**src/rtl/nibble_serial_add_ctrl.sv**
```systemverilog
// Nibble-serial wide adder sequencer driving one shared external 4-bit adder.
// Ports:
//   start_valid/start_ready, op_a/op_b/op_cin : request side
//   add_a/add_b/add_cin -> add_sum/add_cout   : external adder
//   res_valid/res_ready, result/res_cout      : result side
//   busy                                      : high in RUN or DONE
// Optional macro NIBBLE_SERIAL_OVF_EN adds res_ovf,
// the two's-complement overflow of the wide sum.
module nibble_serial_add_ctrl #(
   parameter int NIBBLES = 4
) (
   input  logic                   clk,
   input  logic                   rstn,
   input  logic                   start_valid,
   output logic                   start_ready,
   input  logic [4*NIBBLES-1:0]   op_a,
   input  logic [4*NIBBLES-1:0]   op_b,
   input  logic                   op_cin,
   output logic [3:0]             add_a,
   output logic [3:0]             add_b,
   output logic                   add_cin,
   input  logic [3:0]             add_sum,
   input  logic                   add_cout,
   output logic                   res_valid,
   input  logic                   res_ready,
   output logic [4*NIBBLES-1:0]   result,
   output logic                   res_cout,
`ifdef NIBBLE_SERIAL_OVF_EN
   output logic                   res_ovf,
`endif
   output logic                   busy
);

   localparam int W    = 4 * NIBBLES;
   localparam int IDXW = (NIBBLES > 1) ? $clog2(NIBBLES) : 1;
   localparam logic [IDXW-1:0] LAST = IDXW'(NIBBLES - 1);

   typedef enum logic [1:0] {
      S_IDLE,
      S_RUN,
      S_DONE
   } state_t;

   state_t          state_q, state_d;
   logic [IDXW-1:0] idx_q, idx_d;
   logic            carry_q, carry_d;
   logic [W-1:0]    a_q, a_d;
   logic [W-1:0]    b_q, b_d;
   logic [W-1:0]    result_q, result_d;
   logic            cout_q, cout_d;
`ifdef NIBBLE_SERIAL_OVF_EN
   logic            ovf_q, ovf_d;
`endif

   // Bit offset of the active nibble
   logic [IDXW+1:0] sel;
   assign sel = {idx_q, 2'b00};

   always_ff @(posedge clk or negedge rstn) begin
      if (!rstn) begin
         state_q  <= S_IDLE;
         idx_q    <= '0;
         carry_q  <= 1'b0;
         a_q      <= '0;
         b_q      <= '0;
         result_q <= '0;
         cout_q   <= 1'b0;
`ifdef NIBBLE_SERIAL_OVF_EN
         ovf_q    <= 1'b0;
`endif
      end else begin
         state_q  <= state_d;
         idx_q    <= idx_d;
         carry_q  <= carry_d;
         a_q      <= a_d;
         b_q      <= b_d;
         result_q <= result_d;
         cout_q   <= cout_d;
`ifdef NIBBLE_SERIAL_OVF_EN
         ovf_q    <= ovf_d;
`endif
      end
   end

   always_comb begin
      state_d     = state_q;
      idx_d       = idx_q;
      carry_d     = carry_q;
      a_d         = a_q;
      b_d         = b_q;
      result_d    = result_q;
      cout_d      = cout_q;
`ifdef NIBBLE_SERIAL_OVF_EN
      ovf_d       = ovf_q;
`endif
      add_a       = 4'h0;
      add_b       = 4'h0;
      add_cin     = 1'b0;
      start_ready = 1'b0;
      res_valid   = 1'b0;
      busy        = 1'b0;
      unique case (state_q)
         S_IDLE: begin
            start_ready = 1'b1;
            if (start_valid) begin
               a_d      = op_a;
               b_d      = op_b;
               carry_d  = op_cin;
               result_d = '0;
               cout_d   = 1'b0;
`ifdef NIBBLE_SERIAL_OVF_EN
               ovf_d    = 1'b0;
`endif
               idx_d    = '0;
               state_d  = S_RUN;
            end
         end
         S_RUN: begin
            busy    = 1'b1;
            add_a   = a_q[sel +: 4];
            add_b   = b_q[sel +: 4];
            add_cin = carry_q;
            result_d[sel +: 4] = add_sum;
            carry_d = add_cout;
            if (idx_q == LAST) begin
               cout_d  = add_cout;
`ifdef NIBBLE_SERIAL_OVF_EN
               // Sign bits agree but the MSB nibble's sum sign differs
               ovf_d   = (a_q[W-1] == b_q[W-1]) &
                         (add_sum[3] != a_q[W-1]);
`endif
               idx_d   = '0;
               state_d = S_DONE;
            end else begin
               idx_d = idx_q + 1'b1;
            end
         end
         S_DONE: begin
            busy      = 1'b1;
            res_valid = 1'b1;
            if (res_ready) begin
               state_d = S_IDLE;
            end
         end
         default: begin
            state_d = S_IDLE;
         end
      endcase
   end

   assign result   = result_q;
   assign res_cout = cout_q;
`ifdef NIBBLE_SERIAL_OVF_EN
   assign res_ovf  = ovf_q;
`endif

endmodule

```
**config.mk**
```make
export PLATFORM = sky130hd
export DESIGN_NAME = nibble_serial_add_ctrl
export DESIGN_NICKNAME = d
export VERILOG_FILES = /design/src/rtl/nibble_serial_add_ctrl.sv
export SDC_FILE = /design/constraint.sdc
export NUM_CORES = 1
export LEC_CHECK = 0
export BUFFER_PORTS_ARGS = -buffer_cell sky130_fd_sc_hd__buf_2
export CAP_MARGIN = 10
export CELL_PAD_IN_SITES_DETAIL_PLACEMENT = 1
export CELL_PAD_IN_SITES_GLOBAL_PLACEMENT = 2
export CORE_ASPECT_RATIO = 1.5
export CORE_UTILIZATION = 35
export DETAILED_ROUTE_END_ITERATION = 10
export MAX_ROUTING_LAYER = met4
export PLACE_DENSITY = 0.84
export REMOVE_ABC_BUFFERS = 1
export SLEW_MARGIN = 10
export SYNTH_ARGS = -nofsm -noshare
export SYNTH_HDL_FRONTEND = slang
export SYNTH_SLANG_ARGS = --single-unit
```
**constraint.sdc**
```tcl
create_clock -name clk -period 3.2 [get_ports clk]
set_input_delay 0.32 -clock clk [delete_from_list [all_inputs] [get_ports clk]]
set_output_delay 0.32 -clock clk [all_outputs]
set_load 0.02 [all_outputs]
```
==> impl_metrics.tcl <==
set metrics [dict create \
    outcome "finished clean" \
    placementRows 38 \
    maxCapViolations 0 \
    drt_first_iter_violations 30 \
    p_per_area_mw_per_mm2 939 \
    met2_usage_pct 29.8 \
    cts_tree "built" \
    crit_end "add_a[0]" \
    tns_ps 0 \
    dp.cells 351 \
    ys_ff_latch 54 \
    synth-seq-area-share_pct 52.1 \
    grt_overflow 0 \
    rsz0062_at_grt "no" \
    final_area_sq_mm 0.00309 \
    r2r_end "result[0]$_DFFE_PN0P_" \
    grt-busiest-layer "met2" \
    nets 309 \
    coreArea_sq_mm 0.00718 \
    wl_microns 5680 \
    worst_slew_pin_slew_ps 746 \
    syn2layout_area_growth_pct 19.1 \
    syn_area_sq_mm 0.00259 \
    crit_path_end_kind "output pin" \
    max_freq_mhz 435 \
    num_antenna_cells 0 \
    synth_cells 187 \
    yosys-top-cells-area "dfrtp_1 52%, mux2_2 14%, mux4_2 7.0%, ha_1 4.3%, a22o_1 2.7%" \
    root_buffer "clkbuf_8" \
    wl_per_cell_microns 15.9 \
    final_common_cell "buf_2" \
    globalRouteMet1Util_pct 18.9 \
    antenna_found_initial 0 \
    cp_data_arrival_time_ps 1980 \
    die_x_microns 72.3 \
    hold_violations 0 \
    rr_worst_depth 5 \
    first_pass_iters 2 \
    dpl_cell_area_sq_mm 0.00301 \
    die_h_microns 107 \
    cts_resized 0 \
    use_met3_pct 2.62 \
    synth_warnings 0 \
    critPathLaunch "idx_q[0]$_DFFE_PN0P_" \
    clock_skew_ps 4.44 \
    regToRegSetupSlack_ps 1190 \
    cts_made_buffers 5 \
    cp-start-kind "flop" \
    min_path_type "in -> async" \
    pin_count 71 \
    synth.distinct_cells 32 \
    total_leakage_power_nw 1.46 \
    setup_viol 0 \
    final_cell_mix "70 x buf_2, 54 x dfrtp_1, 33 x mux2_2" \
    required_ps 2880 \
    ctsHoldBuffers 0 \
    timing.slew.headroom_pct 50.3 \
    synth_top_area_share_pct 52.1 \
    grt_pass1_wl_microns 9780 \
    clkLatencyLatePin_ps 300 \
    clk_path_buf_depth 2 \
    min_period_over_period_pct 71.9 \
    min_period_ps 2300 \
    drc 0 \
    cts_setup_buffers 0 \
    avgSynthCellArea_sq_um 13.9 \
    portBuffers 70 \
    maxSlewViolCount 0 \
    cp_max_fo 9 \
    initial_core_util_pct 36.1 \
    die_area_sq_mm 0.00776 \
    ant_nets 0 \
    via_per_inst 4.96 \
    final_layout_size_suffix_gt1_share_pct 48.1 \
    final_cells 358 \
    vdd_drop_max_mv 0.371 \
    r2r-start "state_q[1]$_DFFE_PN0P_" \
    vias 1775 \
    synth_top_area_cell "dfrtp_1" \
    gp_congestion 0.738 \
    path_class "reg -> out" \
    grt_pass1_vias 1986 \
    grt_max_degree 34 \
    clkSlewWorstSetupHoldPaths_ps 90 \
    track_usage_pct 16.7 \
    post-dp-hpwl_microns 4310 \
    cts_max_level 2 \
    cts.sinks 54 \
]
## how the worst min path moves through the flow
stage	endpoint	cells after the start	start	slack [ps]
3_3_place_gp	result[5]$_DFFE_PN0P_	1	rstn	420
4_1_cts	b_q[5]$_DFFE_PN0P_	1	rstn	110
3_5_place_dp	result[5]$_DFFE_PN0P_	1	rstn	440
6_report	result[11]$_DFFE_PN0P_	1	rstn	80
5_1_grt	result[5]$_DFFE_PN0P_	1	rstn	140
2_1_floorplan	a_q[0]$_DFFE_PN0P_	0	rstn	20
## flip-flops by register name (all words and copies together) (netlist names)
name / count
a_q: 16
b_q: 16
result: 16
idx_q: 2
state_q: 2
carry_q: 1
res_cout: 1
## cells in the mapped netlist
cell and count:
dfrtp_1 54, mux2_2 33, and2_1 9, ha_1 9, inv_1 9, a22o_1 8
mux4_2 8, buf_6 6, nand4_1 6, nand3_1 5, o21ai_0 5, o2bb2ai_1 5
nand2b_1 3, nor2b_1 3, a21oi_1 2, buf_2 2, nand2_1 2, nor2_1 2
nor3b_1 2, o32a_1 2, a221o_1 1, and3_1 1, and4b_1 1, clkbuf_1 1
nand3b_1 1, nor3_2 1, nor4b_4 1, o211ai_1 1, o21a_1 1, o21ai_1 1
o21ai_2 1, o32ai_1 1
## where the power goes
part	switching (mW)	total, mW	internal, mW
sequential	0.173	1.13	0.953
clock	0.213	0.361	0.148
combinational	0.730	1.41	0.682
## per-layer routing
| layer | share of wire [%] | vias to the layer above |
|---|---|---|
| li1 | - | 823 |
| met1 | 40 | 900 |
| met2 | 56 | 46 |
| met3 | 3.4 | 6 |
| met4 | 1.1 | 0 |
| met5 | 0 | - |
## worst max-delay path, cell delays in order, from the launching register on
cell	delay [ps]
dfrtp_1	570
buf_4	280
mux4_2	500
and2_1	180
buf_2	160
## cells by family after synthesis
group / after synthesis / share of synthesized area (%)
AND/OR/NAND/NOR: 37 / 9.42
flip-flops: 54 / 52.1
buffers and inverters: 18 / 4.44
AO/OA/AOI/OAI: 28 / 8.35
multiplexers: 41 / 21.3
adder cells (fa/ha/maj): 9 / 4.35
## area by class of cell
| type | instances | area, sq um |
|---|---|---|
| fillers | 788 | 4090 |
| flip-flops and latches | 54 | 1350 |
| multi-input cells | 115 | 1120 |
| repair buffers | 73 | 373 |
| well taps | 100 | 125 |
| clock buffers | 5 | 68.8 |
| inverters | 9 | 33.8 |
| clock inverters | 2 | 10.0 |
## per-stage QoR
step                      util (%)  hold WS (ps)  worst slack (ps)  power (mW)
final                         43.0          80.0               900        2.90
after detailed placement      41.9           438              1180        2.59
after global routing          43.0           140               747        3.12
after global placement        41.9           418              1180        2.53
after floorplan                  -          24.4              1150        2.15
after CTS                     43.0           106               854        2.95
Note: power is estimated with default switching activity, not from simulation.
